## src/rtl/cordic_trig_iter.sv

```systemverilog
// Iterative CORDIC sine/cosine for a float32 angle in radians.
// Performs one micro-rotation per clock and uses a start/done handshake.
module cordic_trig_iter #(
    parameter int WIDTH = 24,
    parameter int ITER  = 24
) (
    input  logic        clk,
    input  logic        reset_n,
    input  logic        clk_en,
    input  logic        start,
    input  logic        mode,
    input  logic [31:0] dataa,
    output logic [31:0] result,
    output logic        done,
    output logic        busy,
    output logic        range_err
);
    localparam int DW = WIDTH + 2;
    localparam int SH = 30 - WIDTH;

    typedef enum logic [2:0] {S_IDLE, S_CONV, S_ITER, S_NORM, S_DONE} state_t;

    // Round a 2^-30 scaled constant to WIDTH fraction bits, half-up.
    function automatic logic [63:0] round30(input logic [63:0] c);
        return (c + ((64'd1 << SH) >> 1)) >> SH;
    endfunction

    function automatic logic signed [DW-1:0] atan_fix(input logic [4:0] idx);
        logic [63:0] c;
        case (idx)
            5'd0:    c = 64'd843314857;
            5'd1:    c = 64'd497837829;
            5'd2:    c = 64'd263043837;
            5'd3:    c = 64'd133525159;
            5'd4:    c = 64'd67021687;
            5'd5:    c = 64'd33543516;
            5'd6:    c = 64'd16775851;
            5'd7:    c = 64'd8388437;
            5'd8:    c = 64'd4194283;
            5'd9:    c = 64'd2097149;
            5'd31:   c = 64'd0;
            default: c = 64'd1 << (5'd30 - idx);
        endcase
        return DW'(round30(c));
    endfunction

    localparam logic signed [DW-1:0] K_FIX = DW'(round30(64'd652032874));

    state_t               state_q, state_d;
    logic [5:0]           cnt_q, cnt_d;
    logic signed [DW-1:0] x_q, x_d, y_q, y_d, z_q, z_d;
    logic [31:0]          a_q, a_d, result_q, result_d;
    logic                 mode_q, mode_d, rng_q, rng_d, zero_q, zero_d;
    logic                 neg_q, neg_d, range_err_q, range_err_d;

    int                   e_v, sh_v;
    int unsigned          pos_v;
    logic signed [DW-1:0] mag_v, src_v, xs_v, ys_v, at_v;

    always_comb begin
        state_d     = state_q;
        cnt_d       = cnt_q;
        x_d         = x_q;
        y_d         = y_q;
        z_d         = z_q;
        a_d         = a_q;
        mode_d      = mode_q;
        rng_d       = rng_q;
        zero_d      = zero_q;
        neg_d       = neg_q;
        result_d    = result_q;
        range_err_d = range_err_q;
        e_v         = int'(a_q[30:23]);
        sh_v        = e_v - 150 + WIDTH;
        mag_v       = '0;
        src_v       = mode_q ? y_q : x_q;
        xs_v        = x_q >>> cnt_q;
        ys_v        = y_q >>> cnt_q;
        at_v        = atan_fix(cnt_q[4:0]);
        pos_v       = 0;
        for (int unsigned b = 0; b < DW; b++) begin
            if (z_q[b]) pos_v = b;
        end

        case (state_q)
            S_IDLE: begin
                if (start) begin
                    a_d     = dataa;
                    mode_d  = mode;
                    state_d = S_CONV;
                end
            end
            S_CONV: begin
                if (e_v < 128 && e_v != 0 && e_v >= 127 - WIDTH) begin
                    if (sh_v >= 0) mag_v = DW'({40'd0, 1'b1, a_q[22:0]} << sh_v);
                    else           mag_v = DW'({40'd0, 1'b1, a_q[22:0]} >> (-sh_v));
                end
                rng_d   = (e_v >= 128);
                zero_d  = (mag_v == '0);
                z_d     = a_q[31] ? -mag_v : mag_v;
                x_d     = K_FIX;
                y_d     = '0;
                cnt_d   = '0;
                state_d = S_ITER;
            end
            S_ITER: begin
                // Out-of-range requests keep stepping the counter so latency is unchanged.
                if (!rng_q) begin
                    if (!z_q[DW-1]) begin
                        x_d = x_q - ys_v;
                        y_d = y_q + xs_v;
                        z_d = z_q - at_v;
                    end else begin
                        x_d = x_q + ys_v;
                        y_d = y_q - xs_v;
                        z_d = z_q + at_v;
                    end
                end
                if (cnt_q == 6'(ITER - 1)) begin
                    cnt_d   = '0;
                    state_d = S_NORM;
                end else begin
                    cnt_d = cnt_q + 6'd1;
                end
            end
            S_NORM: begin
                // Two cycles: take the magnitude into z, then leading-one detect and pack.
                if (cnt_q == '0) begin
                    z_d   = src_v[DW-1] ? -src_v : src_v;
                    neg_d = src_v[DW-1];
                    cnt_d = 6'd1;
                end else begin
                    cnt_d       = '0;
                    state_d     = S_DONE;
                    range_err_d = rng_q;
                    if (rng_q)
                        result_d = 32'h7FC0_0000;
                    else if ((mode_q && zero_q) || z_q == '0)
                        result_d = '0;
                    else
                        result_d = {neg_q, 8'(int'(pos_v) + 127 - WIDTH),
                                    23'(({{(64-DW){1'b0}}, z_q} << (63 - pos_v)) >> 40)};
                end
            end
            S_DONE:  state_d = S_IDLE;
            default: state_d = S_IDLE;
        endcase
    end

    always_ff @(posedge clk or negedge reset_n) begin
        if (!reset_n) begin
            state_q     <= S_IDLE;
            cnt_q       <= '0;
            x_q         <= '0;
            y_q         <= '0;
            z_q         <= '0;
            a_q         <= '0;
            mode_q      <= 1'b0;
            rng_q       <= 1'b0;
            zero_q      <= 1'b0;
            neg_q       <= 1'b0;
            result_q    <= '0;
            range_err_q <= 1'b0;
        end else if (clk_en) begin
            state_q     <= state_d;
            cnt_q       <= cnt_d;
            x_q         <= x_d;
            y_q         <= y_d;
            z_q         <= z_d;
            a_q         <= a_d;
            mode_q      <= mode_d;
            rng_q       <= rng_d;
            zero_q      <= zero_d;
            neg_q       <= neg_d;
            result_q    <= result_d;
            range_err_q <= range_err_d;
        end
    end

    assign result    = result_q;
    assign range_err = range_err_q;
    assign done      = (state_q == S_DONE);
    assign busy      = (state_q != S_IDLE);
endmodule

```

## config.mk

```make
export PLATFORM = sky130hd
export DESIGN_NAME = cordic_trig_iter
export DESIGN_NICKNAME = d
export VERILOG_FILES = /design/src/rtl/cordic_trig_iter.sv
export SDC_FILE = /design/constraint.sdc
export NUM_CORES = 1
export LEC_CHECK = 0
export ABC_AREA = 1
export CAP_MARGIN = 20
export CELL_PAD_IN_SITES_DETAIL_PLACEMENT = 1
export CELL_PAD_IN_SITES_GLOBAL_PLACEMENT = 1
export CORE_MARGIN = 1.5
export CORE_UTILIZATION = 45
export CTS_BUF_LIST = sky130_fd_sc_hd__clkbuf_8
export DETAILED_ROUTE_END_ITERATION = 6
export PLACE_DENSITY_LB_ADDON = 0.1
export SETUP_SLACK_MARGIN = 0.2
export SYNTH_ARGS = -nofsm -noshare
export SYNTH_HDL_FRONTEND = slang
export SYNTH_SLANG_ARGS = --single-unit
```

## constraint.sdc

```tcl
create_clock -name clk -period 8.2 [get_ports clk]
set_clock_uncertainty 0.15 [all_clocks]
set_input_delay 2.05 -clock clk [delete_from_list [all_inputs] [get_ports clk]]
set_output_delay 2.05 -clock clk [all_outputs]
set_load 0.005 [all_outputs]
```

==> impl_results.md, run 1 <==
* Ys Warns at 0
* Worst-Skew Late Latency at 0.60 ns
* TritonRoute pass-1 iters at 5
* Mapped Cells at 3,675
* Starting density of the core at 45.86%
* RSZ-0062 raised after global routing: no
* Avg WL per Cell at 20.48 um
* Die height at 221.3 um
* Hold buffers post-CTS at 0
* Largest net degree at the start of global routing at 64
* Cell variety after synth at 71
* Synthesized flop and latch total at 156
* Critical Path RT at 8.53 ns
* Flop-to-flop setup slack at 1.16 ns
* # IOs at 72
* Initial antenna violation count at 1
* Syn nets at 3,816
* Ys async rst share at 100.0%
* Gpl congestion at 0.9847
* Layout cells sized above 1 at 5.700%
* HP Class: reg -> reg
* Total CTS buffers at 17
* Setup crit start kind: flop
* Post-Route WL at 87,160 um
* Core Util, Final at 48.96%
* Most frequent cells in the layout: 1,117 x nand2_1, 367 x o21ai_0, 355 x inv_1
* EDFF count, synth at 0
* Port buffer count at 71
* Worst Tran Pin Value at 1.114 ns
* Max cap viols at 0
* Crit path max-delay cell type: o21ai_0
* Number of setup violations in the final report at 0
* CTS sink cnt at 156
* CP max stage delay at 0.48 ns
* Drt initial violations at 1,920
* Final worst-path cycle share at 85.88%
* Crit Path Category: reg -> reg
* Most common cell after layout, fill and taps aside: nand2_1
* Worst Setup End Kind: flop
* Netlist Area Pre-Place at 21,440 um2
* Nets at 3,777
* Global-route wire length before repair at 139,100 um
* Ys flop type: dfrtp_1
* Gr usage total at 35.28%
* Post-route ant nets at 0
* Worst EP arrival at 7.37 ns
* Post-synthesis sequential area ratio at 18.21%
* Layout area overhead at 6.746%
* CP most frequent cell: nand2_1
* # DRC at 0
* Final Hold Vio Count at 0
* Relative slew slack at 24.92%
* CTS root buf: clkbuf_8
* Row Count at 79
* Die area at 48,970 um2
* Vias in the first global route at 25,260
* Grt total ovfl at 0
* Outcome: complete, no violations
* Htree depth at 4
* Ant diodes at 0
* Post-Syn Area per Cell at 5.835 um2
* Crit path max fanout at 25
* Placeable Area at 46,750 um2
* Tmin final at 7.042 ns
* TNS Setup at 0 ns
* CTS tree: done
* Vias after detailed routing at 25,510
* PostCTS Resize Cnt at 0
* Die span in x at 221.3 um
* Postcts setup bufs at 0
* Slew Limit Fails at 0
* Vias per cell at 5.995
* Clk slew on worst S/H paths at 0.12 ns
* Maximum root-to-sink buffer count at 2
* Post-DP HPWL at 69,340 um
* F_max at 142.0 MHz
-- critical path, delay by kind of cell (launching register included) --
family          cells  cell delay [ns]
fa+ha+maj           3             0.76
buf+inv             6             1.01
compound gates     12             2.33
flops               1             0.40
simple gates       16             2.01
xor+xnor            1             0.29
-- metrics by stage --
stage | hold WS (ns) | instance area, um2 | setup WS (ns) | instances
finish | 0.3421 | 22890 | 1.158 | 4256
global route | 0.3613 | 22890 | 0.5358 | 4256
CTS | 0.3459 | 22850 | 1.213 | 4254
detailed placement | 0.3188 | 22470 | 1.237 | 4222
global placement | 0.3109 | 22470 | 1.607 | 4222
floorplan | 0.2967 | 21440 | 2.385 | 3675
-- cell families (layout without fill, tap and decap cells) --
family	after synthesis	count (layout)	synth area share [%]
fa+ha+maj	104	104	6.174
flops	156	156	18.21
xor+xnor	116	116	4.843
buf+inv	549	523	10.10
simple gates	1928	1928	38.34
mux	36	36	1.786
compound gates	786	786	20.55
-- cell type report --
type                    count  area, um2
fillers                  6682      23870
multi-input cells        2970      15390
flip-flops and latches    156       3905
inverters                 383       1440
repair buffers            108       1010
well taps                 607      759.5
clock buffers              17      234.0
clock inverters            15      152.6
-- flip-flops by register name, summed over array words and instances, names as in the netlist --
| name | count |
|---|---|
| a_q | 32 |
| result | 32 |
| x_q | 26 |
| y_q | 26 |
| z_q | 26 |
| cnt_q | 6 |
| state_q | 3 |
| mode_q | 1 |
| neg_q | 1 |
| range_err | 1 |
| rng_q | 1 |
| zero_q | 1 |
-- synthesized netlist by cell type (18+ instances only) --
cell type     n  area share, %
ha_1        101            5.9
a21oi_1     201            4.7
dfrtp_1     156             18
buf_1        24           0.42
xor2_1       77            3.1
inv_1       355            6.2
clkbuf_1    101            1.8
a31oi_1      22           0.64
nand4_1      55            1.6
o21ai_1      22           0.51
o211ai_1     34            1.2
xnor2_1      36            1.5
mux2i_1      18           0.84
nand2_1    1117             20
buf_2        30           0.70
nand2_2      27           0.79
nor2_1      308            5.4
mux2_2       18           0.95
nor3_1       27           0.63
nand3_1     311            7.3
o21ai_0     368            8.6
o22ai_1      47            1.4
-- final timing paths --
path,from,endpoint,depth (start not counted)
setup / recovery,cnt_q[2]$_DFFE_PN0P_,z_q[24]$_DFFE_PN0P_,38
hold / removal,result[4]$_DFFE_PN0P_,result[4]$_DFFE_PN0P_,1
setup reg to reg,cnt_q[2]$_DFFE_PN0P_,z_q[24]$_DFFE_PN0P_,38
hold reg to reg,result[4]$_DFFE_PN0P_,result[4]$_DFFE_PN0P_,1
max in group asynchronous,reset_n,cnt_q[0]$_DFFE_PN0P_,2
min in group asynchronous,reset_n,result[22]$_DFFE_PN0P_,1
-- metal layers --
layer | GRT usage, % | vias to the layer above | routed length, um
met5 | 0 | - | 11
met4 | 10.46 | 2 | 2329
met3 | 5.205 | 130 | 4844
met2 | 57.68 | 750 | 39840
met1 | 47.99 | 12530 | 40130
li1 | - | 12100 | -
Power of run 1 is not shown: default switching activity piles up to over one toggle a cycle in this logic, so the estimate is an artifact.
==> inputs of run 2 (changes only) <==
REMOVE_ABC_BUFFERS = 1   (was unset)
==> run 2 against run 1 <==
Effect of this change:
- wire length rose by 0.83%
- non-clock buffer count rose by 2
- maximum frequency fell by 2.3%
- critical path type unchanged
- cell count barely moved
- global-route usage rose by 0.25 points
- critical path depth fell by 2
- sequential cell count did not move
- count of clock-buffer cells in the layout rose by 3
- first-iteration DRC count rose by 3.7%
- worst hold slack improved by 0.0044 ns
==> impl_results.md, run 2 (synthesis gave the netlist of run 1 again) <==
* HP Start: result[5]$_DFFE_PN0P_
* Final worst-path cycle share at 87.90% (+2.0 points)
* TNS Setup at 0 ns (unchanged)
* Worst-Skew Late Latency at 0.60 ns (about the same)
* Hold Path Stages at 1 (unchanged)
* Placeable Area at 46,750 um2 (unchanged)
* Starting density of the core at 45.86% (unchanged)
* Clk slew on worst S/H paths at 0.10 ns (-0.02 ns)
* Crit path max-delay cell type: buf_4
* Row Count at 79 (unchanged)
* Drt initial violations at 1,991 (+3.7%)
* Fill count at 6,705 (+0.34%)
* # IOs at 72 (unchanged)
* Die area at 48,970 um2 (unchanged)
* Maximum root-to-sink buffer count at 2 (unchanged)
* FF-to-FF Start: cnt_q[0]$_DFFE_PN0P_
* Worst Setup Slack post-DPL at 1.253 ns (+0.01660 ns)
* Layout area overhead at 6.921%
* Most frequent cells in the layout: 1,117 x nand2_1, 367 x o21ai_0, 357 x inv_1
* CP most frequent cell: nand2_1
* Vias per cell at 5.955 (-0.67%)
* Die height at 221.3 um (unchanged)
* CTS sink cnt at 156 (unchanged)
* Outcome: complete, no violations
* Global-route wire length before repair at 139,900 um (+0.56%)
* Relative slew slack at 27.79% (+2.9 points)
* Gpl congestion at 1.001 (+1.6%)
* Vias after detailed routing at 25,360 (-0.62%)
* PostCTS Resize Cnt at 0 (unchanged)
* RSZ-0062 raised after global routing: no
* Worst Setup End Kind: flop
* Hold buffers post-CTS at 0 (unchanged)
* Grt total ovfl at 0 (unchanged)
* Most common cell after layout, fill and taps aside: nand2_1
* Port buffer count at 71 (unchanged)
* Layout cells sized above 1 at 5.697% (about the same)
* Largest net degree at the start of global routing at 101 (+58%)
* Final Hold Vio Count at 0 (unchanged)
* Crit Path Category: reg -> reg
* Ant diodes at 0 (unchanged)
* Avg WL per Cell at 20.64 um (+0.78%)
* CTS tree: done
* Worst R2R Path Depth at 36 (-5.3%)
* Tmin final at 7.208 ns (+0.1657 ns)
* Critical Path RT at 8.49 ns (-0.04 ns)
* Slew Limit Fails at 0 (unchanged)
* CP max stage delay at 0.52 ns (+0.04 ns)
* Gr usage total at 35.53% (+0.25 points)
* Post-route setup slack at 0.9919 ns (-0.1657 ns)
* Worst Tran Pin Value at 1.072 ns (-0.04250 ns)
* Max cap viols at 0 (unchanged)
* Crit path from: cnt_q[0]$_DFFE_PN0P_
* Total CTS buffers at 17 (unchanged)
* Vias in the first global route at 25,030 (-0.89%)
* Die span in x at 221.3 um (unchanged)
* Number of setup violations in the final report at 0 (unchanged)
* Nets at 3,779 (+0.053%)
* Initial antenna violation count at 0 (-1)
* Post-DP HPWL at 69,450 um (+0.17%)
* Setup crit start kind: flop
* HP Class: reg -> reg
* F_max at 138.7 MHz (-2.3%)
* Worst EP arrival at 7.50 ns (+0.13 ns)
* Htree depth at 4 (unchanged)
* Post-Route WL at 87,880 um (+0.83%)
* CTS root buf: clkbuf_8
* # DRC at 0 (unchanged)
* Post-route ant nets at 0 (unchanged)
* Crit path max fanout at 72 (+190%)
* TritonRoute pass-1 iters at 5 (unchanged)
* Postcts setup bufs at 0 (unchanged)
## run 2: area by class of cell
cell class	count	area [um2]	share of cell area, %
Clock inverter	12	113.9	0.4966
Multi-Input combinational cell	2970	15390	67.12
Clock buffer	20	275.3	1.201
Tap cell	607	759.5	3.313
Sequential cell	156	3905	17.03
Timing Repair Buffer	110	1045	4.557
Inverter	383	1440	6.282
## run 2: layer usage
metal | track usage, % | wire length [um] | part of all wire, % | vias to the layer above
met2 | 56.86 | 40130 | 46 | 737
met3 | 4.740 | 4820 | 5.5 | 122
met5 | 0 | 0 | 0 | -
met4 | 10.37 | 2138 | 2.4 | 0
li1 | - | - | - | 12110
met1 | 49.69 | 40790 | 46 | 12380
## run 2: worst paths after layout
kind | end | slack [ns]
max in group asynchronous | x_q[3]$_DFFE_PN0P_ | 4.99
setup / recovery | y_q[24]$_DFFE_PN0P_ | 0.99
hold / removal | result[5]$_DFFE_PN0P_ | 0.35
min in group asynchronous | result[6]$_DFFE_PN0P_ | 1.25
setup reg to reg | y_q[24]$_DFFE_PN0P_ | 0.99
hold reg to reg | result[5]$_DFFE_PN0P_ | 0.35
## run 2: stage by stage
step / area [um2] / std cells / utilization, % / hold slack (ns)
2_1_floorplan: 20720 / 3509 / - / 0.2967
3_3_place_gp: 22480 / 4224 / 48.09 / 0.3116
3_5_place_dp: 22480 / 4224 / 48.09 / 0.3146
4_1_cts: 22870 / 4256 / 48.92 / 0.3448
5_1_grt: 22930 / 4258 / 49.04 / 0.3533
6_report: 22930 / 4258 / 49.04 / 0.3464
## run 2: worst max-delay path, delay by kind of cell (launching register included)
family	cells	cell delay [ns]
AO/OA/AOI/OAI	15	3.58
flip-flops	1	0.39
AND/OR/NAND/NOR	13	1.21
buffers and inverters	6	1.00
adder cells (fa/ha/maj)	2	0.69
Power of run 2 is left out for the same reason.
==> inputs of run 3 (changes only) <==
--- a/config.mk
+++ b/config.mk
@@ -15,3 +15,3 @@
 export DETAILED_ROUTE_END_ITERATION = 6
-export PLACE_DENSITY_LB_ADDON = 0.1
+export PLACE_DENSITY = 0.8
 export REMOVE_ABC_BUFFERS = 1
--- a/constraint.sdc
+++ b/constraint.sdc
@@ -4,2 +4,2 @@
 set_output_delay 2.05 -clock clk [all_outputs]
-set_load 0.005 [all_outputs]
+set_load 0.02 [all_outputs]
==> run 3 against run 2 <==
Effect of this change:
- final area is 0.15% lower
- global-route usage shrank 0.10 points
- sequential cell count did not move
- setup slack improved by 0.0065 ns
- utilization shrank 0.075 points
- first-iteration DRC count grew 0.70%
- critical path depth stayed put
- register-to-register slack barely moved
- wire length shrank 0.42%
- via count is 0.48% higher
- critical path type unchanged
- critical endpoint unchanged
- largest cell class unchanged
==> impl_results.md, run 3 (synthesis gave the netlist of run 1 again) <==
* Top Usage Layer GRT: met2
* Crit Path Category: reg -> reg
* Most common cell after layout, fill and taps aside: nand2_1
* HP Class: reg -> reg
* Setup crit start kind: flop
* Final Hold Vio Count at 0 (unchanged)
* CP max stage delay at 0.54 ns (+0.02 ns)
* RSZ-0062 raised after global routing: no
* Post-route setup slack at 0.9983 ns (+0.006455 ns)
* Worst R2R Path Depth at 36 (unchanged)
* Ant diodes at 0 (unchanged)
* Most frequent cells in the layout: 1,117 x nand2_1, 367 x o21ai_0, 355 x inv_1
* Grt total ovfl at 0 (unchanged)
* Met2 Track Usage GR at 55.88% (-0.99 points)
* Post-DP HPWL at 69,050 um (-0.58%)
* Die area at 48,970 um2 (unchanged)
* Starting density of the core at 45.86% (unchanged)
* Tmin final at 7.202 ns (-0.006455 ns)
* Worst-Skew Late Latency at 0.61 ns (about the same)
* Vias in the first global route at 25,380 (+1.4%)
* Placeable Area at 46,750 um2 (unchanged)
* Initial antenna violation count at 0 (unchanged)
* Worst Setup End Kind: flop
* Vias after detailed routing at 25,480 (+0.48%)
* Global-route wire length before repair at 139,400 um (-0.36%)
* Relative slew slack at 24.87% (-2.9 points)
* CTS root buf: clkbuf_8
* Number of setup violations in the final report at 0 (unchanged)
* Grt met1 use at 47.95% (-1.7 points)
* Worst Setup Slack post-DPL at 1.202 ns (-0.05166 ns)
* Row Count at 79 (unchanged)
* CTS tree: done
* Total CTS buffers at 17 (unchanged)
* CP delay by family, top: compound AO/OA/AOI/OAI gates
* Die span in x at 221.3 um (unchanged)
* # DRC at 0 (unchanged)
* Final worst-path cycle share at 87.83% (about the same)
* Hold buffers post-CTS at 0 (unchanged)
* Max cap viols at 0 (unchanged)
* TritonRoute pass-1 iters at 6 (+1)
* Avg WL per Cell at 20.56 um (-0.39%)
* Fill count at 6,665 (-0.60%)
* Critical Path RT at 8.52 ns (+0.03 ns)
* Post-route ant nets at 0 (unchanged)
* Clk slew on worst S/H paths at 0.10 ns (about the same)
* Layout cells sized above 1 at 5.726% (+0.029 points)
* # IOs at 72 (unchanged)
* Outcome: complete, no violations
* Die height at 221.3 um (unchanged)
* Htree depth at 4 (unchanged)
* CP most frequent cell: nand2_1
* Vias per cell at 5.984 (+0.50%)
* PostCTS Resize Cnt at 0 (unchanged)
* Slew Limit Fails at 0 (unchanged)
* Drt initial violations at 2,005 (+0.70%)
* Largest net degree at the start of global routing at 95 (-5.9%)
* Port buffer count at 71 (unchanged)
* Met3 usage in global routing at 5.882% (+1.1 points)
* Worst Tran Pin Value at 1.126 ns (+0.05388 ns)
* Gr usage total at 35.43% (-0.10 points)
* Critical Path Stages at 36 (unchanged)
* TNS Setup at 0 ns (unchanged)
* F_max at 138.9 MHz (about the same)
* Gpl congestion at 0.9552 (-4.5%)
* CTS sink cnt at 156 (unchanged)
* CP bufs+invs at 6 (unchanged)
* Layout area overhead at 6.757%
* Nets at 3,778 (-0.026%)
* Hold Path Stages at 1 (unchanged)
* Worst EP arrival at 7.52 ns (+0.02 ns)
* Crit path max-delay cell type: o21ai_0
* Postcts setup bufs at 0 (unchanged)
* Crit path max fanout at 73 (+1.4%)
* Maximum root-to-sink buffer count at 2 (unchanged)
* Post-Route WL at 87,510 um (-0.42%)
[run 3: cell count changes in the layout (fill, tap and decap cells not counted), sizes merged]
| cell | before | now |
|---|---|---|
| buf | 40 | 39 |
| clkbuf | 20 | 18 |
| clkinv | 16 | 14 |
| inv | 377 | 381 |
[run 3: worst paths after layout]
path	from	endpoint	slack [ns]
max	cnt_q[0]$_DFFE_PN0P_	y_q[24]$_DFFE_PN0P_	1.0
min	result[2]$_DFFE_PN0P_	result[2]$_DFFE_PN0P_	0.33
max reg2reg	cnt_q[0]$_DFFE_PN0P_	y_q[24]$_DFFE_PN0P_	1.0
min reg2reg	result[2]$_DFFE_PN0P_	result[2]$_DFFE_PN0P_	0.33
max in group asynchronous	reset_n	cnt_q[0]$_DFFE_PN0P_	4.94
min in group asynchronous	reset_n	result[14]$_DFFE_PN0P_	1.42
[run 3: cell type report]
cell class,instances,area [um2],area share [%]
clock buffers,18,247.7,1.082
flip-flops and latches,156,3905,17.06
multi-input cells,2970,15390,67.22
clock inverters,14,146.4,0.6395
well taps,607,759.5,3.318
inverters,383,1440,6.291
repair buffers,109,1005,4.389
[run 3: metal layers]
metal  wire length (um)  up-vias
li1                   -    12090
met1              40020    12430
met2              39180      790
met3               5158      167
met4               3149        0
met5                  0        -
[run 3: metrics by stage]
stage	utilization (%)	instance area, um2	hold slack [ns]	instances
2_1_floorplan	-	20720	0.2967	3509
3_3_place_gp	48.09	22480	0.3139	4224
3_5_place_dp	48.09	22480	0.3155	4224
4_1_cts	48.93	22880	0.3396	4256
5_1_grt	48.96	22890	0.3485	4257
6_report	48.96	22890	0.3333	4257
Power of run 3 is left out for the same reason.
